$ cat config.mk
export PLATFORM = sky130hd
export DESIGN_NAME = spi_frame_writer
export DESIGN_NICKNAME = d
export VERILOG_FILES = /design/src/rtl/spi_frame_pkg.sv /design/src/rtl/spi_sync_edge.sv /design/src/rtl/spi_frame_writer.sv
export SDC_FILE = /design/constraint.sdc
export NUM_CORES = 1
export LEC_CHECK = 0
export ABC_AREA = 1
export CAP_MARGIN = 10
export CORE_MARGIN = 10
export CORE_UTILIZATION = 40
export DETAILED_ROUTE_END_ITERATION = 16
export HOLD_SLACK_MARGIN = 0.02
export PLACE_DENSITY_LB_ADDON = 0.05
export REMOVE_ABC_BUFFERS = 1
export SYNTH_ARGS = -nofsm -noshare
export SYNTH_HDL_FRONTEND = slang
export SYNTH_SLANG_ARGS = --single-unit
export TNS_END_PERCENT = 1
$ cat constraint.sdc
create_clock -name clk -period 1.98 [get_ports clk]
set_input_delay 0.396 -clock clk [delete_from_list [all_inputs] [get_ports clk]]
set_output_delay 0.396 -clock clk [all_outputs]
set_load 0.1 [all_outputs]
$ cat src/rtl/spi_frame_pkg.sv
// Shared constants, command codes and state encoding for the SPI frame writer.
package spi_frame_pkg;

  localparam int ADDR_W = 15;
  localparam int DATA_W = 8;

  localparam logic [DATA_W-1:0] CMD_WRITE_FRAME = 8'hA5;
  localparam logic [DATA_W-1:0] CMD_WRITE_AT    = 8'h5A;

  typedef enum logic [2:0] {
    ST_IDLE,
    ST_CMD,
    ST_ADDR_HI,
    ST_ADDR_LO,
    ST_DATA,
    ST_DROP
  } state_e;

endpackage

$ cat src/rtl/spi_sync_edge.sv
// N-flop synchronizer for an asynchronous pin, plus one history flop for edge detection.
module spi_sync_edge #(
  parameter int STAGES = 2
) (
  input  logic clk,
  input  logic rst_n,
  input  logic din,
  output logic level,
  output logic rise,
  output logic fall
);

  logic [STAGES-1:0] sync_q;
  logic              prev_q;

  // NOTE: registers use non-blocking assignments so every flop samples the pre-edge value of its neighbour.
  always_ff @(posedge clk) begin
    if (!rst_n) begin
      // Idle-high so a released reset never looks like a chip-select fall or clock edge.
      sync_q <= '1;
      prev_q <= 1'b1;
    end else begin
      sync_q <= {sync_q[STAGES-2:0], din};
      prev_q <= sync_q[STAGES-1];
    end
  end

  assign level = sync_q[STAGES-1];
  assign rise  = level & ~prev_q;
  assign fall  = ~level & prev_q;

endmodule

$ cat src/rtl/spi_frame_writer.sv
// SPI mode-0 slave that turns a command/address/data byte stream into frame-buffer BRAM writes.
module spi_frame_writer
  import spi_frame_pkg::*;
#(
  parameter int FRAME_BYTES = 32768,
  parameter int SYNC_STAGES = 2
) (
  input  logic              clk,
  input  logic              rst_n,
  input  logic              spi_sck,
  input  logic              spi_cs_n,
  input  logic              spi_mosi,
  output logic              bram_we,
  output logic [ADDR_W-1:0] bram_waddr,
  output logic [DATA_W-1:0] bram_wdata,
  output logic              busy,
  output logic              frame_done,
  output logic              overrun
);

  localparam int                LIMIT_W     = ADDR_W + 1;
  localparam logic [ADDR_W-1:0] LAST_ADDR   = ADDR_W'(FRAME_BYTES - 1);
  localparam logic [LIMIT_W-1:0] FRAME_LIMIT = LIMIT_W'(FRAME_BYTES);

  logic sck_level, sck_rise, sck_fall;
  logic cs_level, cs_rise, cs_fall;
  logic mosi_level, mosi_rise, mosi_fall;

  spi_sync_edge #(.STAGES(SYNC_STAGES)) u_sck (
    .clk(clk), .rst_n(rst_n), .din(spi_sck),
    .level(sck_level), .rise(sck_rise), .fall(sck_fall)
  );
  spi_sync_edge #(.STAGES(SYNC_STAGES)) u_cs (
    .clk(clk), .rst_n(rst_n), .din(spi_cs_n),
    .level(cs_level), .rise(cs_rise), .fall(cs_fall)
  );
  spi_sync_edge #(.STAGES(SYNC_STAGES)) u_mosi (
    .clk(clk), .rst_n(rst_n), .din(spi_mosi),
    .level(mosi_level), .rise(mosi_rise), .fall(mosi_fall)
  );

  logic unused_sync;
  assign unused_sync = ^{sck_level, sck_fall, mosi_rise, mosi_fall};

  state_e              state_q, state_d;
  logic [2:0]          bit_cnt;
  logic [DATA_W-1:0]   shift_q;
  logic [6:0]          addr_hi_q;
  logic [ADDR_W-1:0]   waddr_q;
  logic                drop_quiet;

  logic                accept, byte_valid;
  logic [DATA_W-1:0]   byte_data;
  logic                do_write, load_frame, load_hi, load_lo, set_ovr, cmd_bad;

  // An sck edge landing with the cs_n rise still belongs to the closing byte.
  assign accept     = sck_rise & (~cs_level | cs_rise) & ~cs_fall;
  assign byte_valid = accept & (bit_cnt == 3'd7);
  assign byte_data  = {shift_q[DATA_W-2:0], mosi_level};
  assign busy       = ~cs_level;

  always_ff @(posedge clk) begin
    if (!rst_n) state_q <= ST_IDLE;
    else        state_q <= state_d;
  end

  // NOTE: every always_comb output gets a default first, so no path can infer a latch.
  always_comb begin
    state_d    = state_q;
    do_write   = 1'b0;
    load_frame = 1'b0;
    load_hi    = 1'b0;
    load_lo    = 1'b0;
    set_ovr    = 1'b0;
    cmd_bad    = 1'b0;
    if (byte_valid) begin
      case (state_q)
        ST_CMD: begin
          if (byte_data == CMD_WRITE_FRAME) begin
            load_frame = 1'b1;
            state_d    = ST_DATA;
          end else if (byte_data == CMD_WRITE_AT) begin
            state_d = ST_ADDR_HI;
          end else begin
            cmd_bad = 1'b1;
            state_d = ST_DROP;
          end
        end
        ST_ADDR_HI: begin
          load_hi = 1'b1;
          state_d = ST_ADDR_LO;
        end
        ST_ADDR_LO: begin
          load_lo = 1'b1;
          if ({1'b0, addr_hi_q, byte_data} >= FRAME_LIMIT) begin
            set_ovr = 1'b1;
            state_d = ST_DROP;
          end else begin
            state_d = ST_DATA;
          end
        end
        ST_DATA: begin
          do_write = 1'b1;
          if (waddr_q == LAST_ADDR) state_d = ST_DROP;
        end
        ST_DROP: set_ovr = ~drop_quiet;
        default: ;
      endcase
    end
    if (cs_fall)      state_d = ST_CMD;
    else if (cs_rise) state_d = ST_IDLE;
  end

  always_ff @(posedge clk) begin
    if (!rst_n) begin
      bit_cnt    <= '0;
      shift_q    <= '0;
      addr_hi_q  <= '0;
      waddr_q    <= '0;
      drop_quiet <= 1'b0;
      bram_we    <= 1'b0;
      bram_waddr <= '0;
      bram_wdata <= '0;
      frame_done <= 1'b0;
      overrun    <= 1'b0;
    end else begin
      if (cs_fall | cs_rise) bit_cnt <= '0;
      else if (accept)       bit_cnt <= bit_cnt + 3'd1;

      if (accept) shift_q <= byte_data;
      if (load_hi) addr_hi_q <= byte_data[6:0];

      bram_we    <= do_write;
      frame_done <= do_write && (waddr_q == LAST_ADDR);
      if (do_write) begin
        bram_waddr <= waddr_q;
        bram_wdata <= byte_data;
        waddr_q    <= (waddr_q == LAST_ADDR) ? '0 : waddr_q + ADDR_W'(1);
      end else if (load_frame) begin
        waddr_q <= '0;
      end else if (load_lo) begin
        waddr_q <= {addr_hi_q, byte_data};
      end

      if (cs_fall)      drop_quiet <= 1'b0;
      else if (cmd_bad) drop_quiet <= 1'b1;

      if (cs_fall)      overrun <= 1'b0;
      else if (set_ovr) overrun <= 1'b1;
    end
  end

endmodule
======== After elaboration in Yosys (flattened, before gate mapping) ========
Index checks and enable logic that the tools add are counted.
word-level totals
  output and inout port bits .............. 27
  bits in writable memories ............... 0
  register bits after elaboration ......... 70
  latch bits .............................. 0
  input port bits ......................... 5
  word-level logic and storage cells ...... 80
  memory bits (read-only) ................. 0
  memories ................................ 0
operators by class
  order comparisons ....................... 0
  mux-type cells .......................... 26
  equality and inequality tests ........... 11
  multipliers ............................. 0
  div/mod/pow operators ................... 0
  shift operators ......................... 0
  bitwise logic cells ..................... 14
  reduce and logical (&&, ||, !) cells .... 10
  add/subtract/negate cells ............... 2
operators with widths
  cell                                                                    count
  15-bit 2-to-1 mux                                                       4
  1-bit 2-to-1 mux                                                        18
  15-bit by 1-bit adder with 15-bit output (second input constant)        1
  15-bit equality test (second input constant)                            1
  3-bit one-hot mux with 4 select lines                                   1
  3-bit equality test (second input constant)                             3
  3-bit 2-to-1 mux                                                        3
  8-bit by 7-bit equality test with 1-bit output (second input constant)  1
  8-bit equality test (second input constant)                             1
  1-bit bitwise AND                                                       6
  3-bit by 2-bit equality test with 1-bit output (second input constant)  2
  1-bit NOT                                                               6
  3-bit AND reduction                                                     2
  3-bit nonzero test                                                      2
  6-bit nonzero test                                                      1
  4-bit inequality test (second input constant)                           1
  4-bit nonzero test                                                      1
  2-bit OR reduction                                                      2
  3-bit by 1-bit adder with 3-bit output (second input constant)          1
  3-bit by 1-bit equality test with 1-bit output (second input constant)  1
  3-bit OR reduction                                                      1
  2-bit inequality test (second input constant)                           1
  1-bit bitwise OR                                                        2
  1-bit logical AND                                                       1

======== Logic depth before layout (Yosys ltp) ========
  word-level depth ........................ 10
  depth in mapped cells ................... 11
  depth with buffers taken out ............ 10

======== Modules after synthesis ========
Synthesis repeated with hierarchy kept, for this count alone.
unflattened totals
  cells, all modules ...................... 486
  area total of the unflattened synthesis .. 3319.4 um^2
by module, submodules not included
  module            times used  cells each  area an instance (um^2)  seq. area each (um^2)
  spi_frame_writer  1           450         3037.9                   1241.2
  spi_sync_edge     3           12          93.8                     60.1

======== Worst setup path before layout ========
Ideal clock, no wire load.
  path type ............................... register to register
  from .................................... reg u_cs.sync_q[1]
  to ...................................... reg waddr_q[3]
  setup time .............................. 0.117 ns
  period minus slack after synthesis ...... 2.159 ns
  cell stages (with the launch flop) ...... 12
  data arrival time ....................... 2.042 ns
  slack ................................... -0.179 ns
  data required time ...................... 1.863 ns
  buffers on the path ..................... 1
  cells stage by stage .................... dfxtp_1 inv_1 ha_1 nor2_4 nand3_4 nor2_4 nand2_4 buf_2 nand3_1 o21ai_0 inv_1 nor2_1
between the ends
  cells in the longest elaborated chain, start to end .. 8
  elaborated cells on any way between the ends .. 14
  classes of those cells .................. 5 x mux; 8 x bitwise; 1 x reduce/logical
ends and longest elaborated chain
  element                                                       RTL line                                     source
  start, declared                                               spi_sync_edge.sv:13                          logic [STAGES-1:0] sync_q;
  start signal, assigned                                        spi_sync_edge.sv:23                          sync_q <= {sync_q[STAGES-2:0], din};
  1-bit NOT *                                                   --
  net busy                                                      spi_frame_writer.sv:16                       output logic busy,
  1-bit bitwise OR / 1-bit bitwise AND (equally long branches)  spi_frame_writer.sv:57, spi_sync_edge.sv:30
  1-bit bitwise AND / 1-bit NOT (equally long branches)         spi_frame_writer.sv:57                       assign accept = sck_rise & (~cs_level | cs_rise) & ~cs_fall;
  1-bit bitwise AND *                                           spi_frame_writer.sv:57
  1-bit bitwise AND *                                           spi_frame_writer.sv:58                       assign byte_valid = accept & (bit_cnt == 3'd7);
  1-bit 2-to-1 mux                                              spi_frame_writer.sv:76                       if (byte_valid) begin
  15-bit 2-to-1 mux                                             spi_frame_writer.sv:139                      end else if (load_frame) begin
  15-bit 2-to-1 mux                                             spi_frame_writer.sv:135                      if (do_write) begin
  end signal, assigned                                          spi_frame_writer.sv:138                      waddr_q <= (waddr_q == LAST_ADDR) ? '0 : waddr_q + ADDR_W'(1);
  end signal, assigned                                          spi_frame_writer.sv:142                      waddr_q <= {addr_hi_q, byte_data};
  end, declared                                                 spi_frame_writer.sv:49                       logic [ADDR_W-1:0] waddr_q;
The timed path passes the listed nets; every way through them passes the cells marked *.
A chain may end at the register's enable or synchronous reset.

======== Final worst setup path ========
  from .................................... reg u_cs.sync_q[1]
  to ...................................... reg waddr_q[11]
between the ends
  cells in the longest elaborated chain, start to end .. 8
  elaborated cells on any way between the ends .. 14
  classes of those cells .................. 5 x mux; 8 x bitwise; 1 x reduce/logical
ends and longest elaborated chain
  element                                                       RTL line
  1-bit bitwise AND / 1-bit NOT (equally long branches)         spi_sync_edge.sv:29, spi_sync_edge.sv:30, spi_frame_writer.sv:57
  1-bit bitwise OR / 1-bit bitwise AND (equally long branches)  spi_frame_writer.sv:57, spi_sync_edge.sv:30
  1-bit bitwise AND / 1-bit NOT (equally long branches)         spi_frame_writer.sv:57
  1-bit bitwise AND *                                           spi_frame_writer.sv:57
  1-bit bitwise AND *                                           spi_frame_writer.sv:58
  1-bit 2-to-1 mux                                              spi_frame_writer.sv:76
  15-bit 2-to-1 mux                                             spi_frame_writer.sv:139
  15-bit 2-to-1 mux                                             spi_frame_writer.sv:135
Every way passes the cells marked *; elsewhere a longest branch is shown, timed or not.

==> out/results.ini <==
[synthesis]
yosysWarnings = 0
synth-seq-cells = 70
syn_avg_cell_area_um2 = 7.33
synth_cells = 453
syn_area_um2 = 3320
synth_cell_types = 32
ys_seq_area_frac = 0.422

[place]
placedInstanceArea_um2 = 3710
dp_hpwl_um = 5900
placement.io_buffers = 31
gp_congestion = 0.906

[grt]
first_global_vias = 2733
grt_max_degree = 19
use_met3 = 0.0363
grt_usage = 0.131
grt_overflow = 0
top_usage_layer = met2
grtUsageMet1 = 0.170
grt_pass1_wl_um = 13500
antenna_found_initial = 0
gr-usage-met2 = 0.193

[clock_tree]
cts_made_buffers = 9
cts_hold_buf = 0
clk_pin_slew_ns = 0.08
clock_path_buffers = 2
clk-insertion-delay-late_ns = 0.35
cts_tree = built
htreeDepth = 3
numClockSinks = 70
root_buffer = clkbuf_8
cts_resized = 0
cts_setup_buffers = 0

[sta]
slew_viol_final = 0
fmax_ghz = 0.551
worst_slew_margin_rel = 0.733
skew_ns = 0.00951
setup_viol = 0
finalHoldViolCount = 0
rsz0062_at_grt = false
finalCritPeriodShare = 0.917
finalSetupTns_ns = 0
worstMarginPinSlew_ns = 0.399
period_needed_ns = 1.82

[status]
status = complete, no violations

[finish]
n_fill_cell = 807
drive_gt1_frac = 0.185
n_antenna_cell = 0
area_growth_pct = 19.4
nets = 503
fin_area_um2 = 3970

[critical_path]
path_class = reg2reg
cp_max_fo = 18
critPathCaptureType = flop
timing.rr.start = u_cs.sync_q[1]
crit_family = simple AND/OR/NAND/NOR gates
cp_cell_sequence = inv_1 -> ha_1 -> nor2_4 -> nand3_4 -> nor2_4 -> nand2_4 -> nand3_4 -> nand2_1 -> nor2_1 -> nor2_1
path_buf_inv = 1
cp-start-kind = flop
worstPathRequired_ns = 2.23
cp_slowest_stage_delay_ns = 0.35
arrival_ns = 2.06
slowest_stage = dfxtp_2
cp-startpoint = u_cs.sync_q[1]

[route]
via_per_inst = 4.82
wl_per_cell_um = 13.2
dr.pass1.iters = 4
via_count = 2899
ant_nets = 0
drcViolationCount = 0
postRouteWirelength_um = 7920
drt-initial-drc-count = 151

[die]
core-area_um2 = 8130
fp.dieH_um = 111
initial_core_util = 0.408
die_x_um = 111
io_pins = 32
dieArea_um2 = 12300
rows = 33

[run]
drv_cap = 0

[pwr]
p_leak_uw = 0.00195
vdd_drop_max_v = 0.000351
p_per_area_nw_per_um2 = 727

[worst_hold_path]
hp-start = u_sck.sync_q[0]
hp-class = reg2reg

==> state kept, by name (all words and copies together), names as in the netlist, 2 cells and up <==
register and cells:
bram_waddr 15, waddr_q 15, bram_wdata 8, addr_hi_q 7, shift_q 7, bit_cnt 3, state_q 3, u_cs.sync_q 2
u_mosi.sync_q 2, u_sck.sync_q 2
==> per-layer routing <==
metal,share of wire,wire (um)
met3,0.042,329
met2,0.44,3500
met1,0.49,3920
met4,0.022,175
met5,0,0
==> layout by cell type, fill, tap and decap left out, drive strengths merged <==
cell           synthesis  final
nand2                 79     79
o211ai                 2      2
clkbuf                 4     12
ha                     6      6
o21ai                 60     60
or2                    7      7
a21oi                 35     35
nor3                   2      2
nor2                  71     71
inv                   55     56
o21bai                 1      1
a21boi                 1      1
nand3                 34     34
bufinv                 0      2
nand4                  8      8
dfxtp                 70     70
xor2                   4      4
clkinvlp               0      1
xnor2                  2      2
clkdlybuf4s50          0      3
buf                   12     41
==> cells by family after synthesis <==
logic type,synth area share
xor+xnor,0.0158
buf+inv,0.0893
compound gates,0.158
fa+ha+maj,0.0226
simple gates,0.292
flops,0.422
==> power breakdown <==
| part | internal, uW | switching, uW |
|---|---|---|
| combinational | 34.3 | 55.6 |
| clock | 817 | 554 |
| sequential | 1420 | 6.36 |
==> layout make-up <==
type                       count  area [um^2]  share of cell area
tap                          105          131              0.0331
multi-input combinational    312         1630               0.411
sequential                    70         1400               0.354
clock inverter                 4         76.3              0.0192
inverter                      55          206              0.0521
timing repair buffer          44          352              0.0887
clock buffer                  12          165              0.0417
==> metrics by stage <==
stage / hold WS, ns / cells / total power, uW / setup WS (ns) / util
5_1_grt: 0.433 / 602 / 3000 / 0.00355 / 0.487
4_1_cts: 0.420 / 602 / 2930 / 0.0991 / 0.486
6_report: 0.417 / 602 / 2880 / 0.164 / 0.487
2_1_floorplan: 0.393 / 437 / 1500 / -0.301 / -
3_5_place_dp: 0.399 / 586 / 1550 / 0.118 / 0.456
3_3_place_gp: 0.396 / 586 / 1550 / 0.190 / 0.456
==> Yosys cell counts <==
library cell  count  area (um^2)
a21boi_1          1         7.51
a21oi_1          34          170
a21oi_2           1         8.76
buf_1             2         7.51
buf_2             6         30.0
buf_4             2         15.0
buf_6             2         22.5
clkbuf_1          4         15.0
dfxtp_1          70         1400
ha_1              6         75.1
inv_1            53          199
inv_2             2         7.51
nand2_1          74          278
nand2_2           2         12.5
nand2_4           3         33.8
nand3_1          31          155
nand3_2           1         10.0
nand3_4           2         35.0
nand4_1           8         50.1
nor2_1           60          225
nor2_2            5         31.3
nor2_4            4         45.0
nor2_8            2         40.0
nor3_1            2         10.0
o211ai_1          2         15.0
o21ai_0          47          235
o21ai_1           9         45.0
o21ai_2           4         35.0
o21bai_1          1         7.51
or2_2             7         43.8
xnor2_1           2         17.5
xor2_1            4         35.0
==> path summary, 6_finish.rpt <==
kind | end | slack (ns) | depth (start not counted)
min | u_sck.sync_q[1] | 0.42 | 1
min reg2reg | u_sck.sync_q[1] | 0.42 | 1
max | waddr_q[11] | 0.16 | 10
max reg2reg | waddr_q[11] | 0.16 | 10
(Power assumes the default switching activity.)
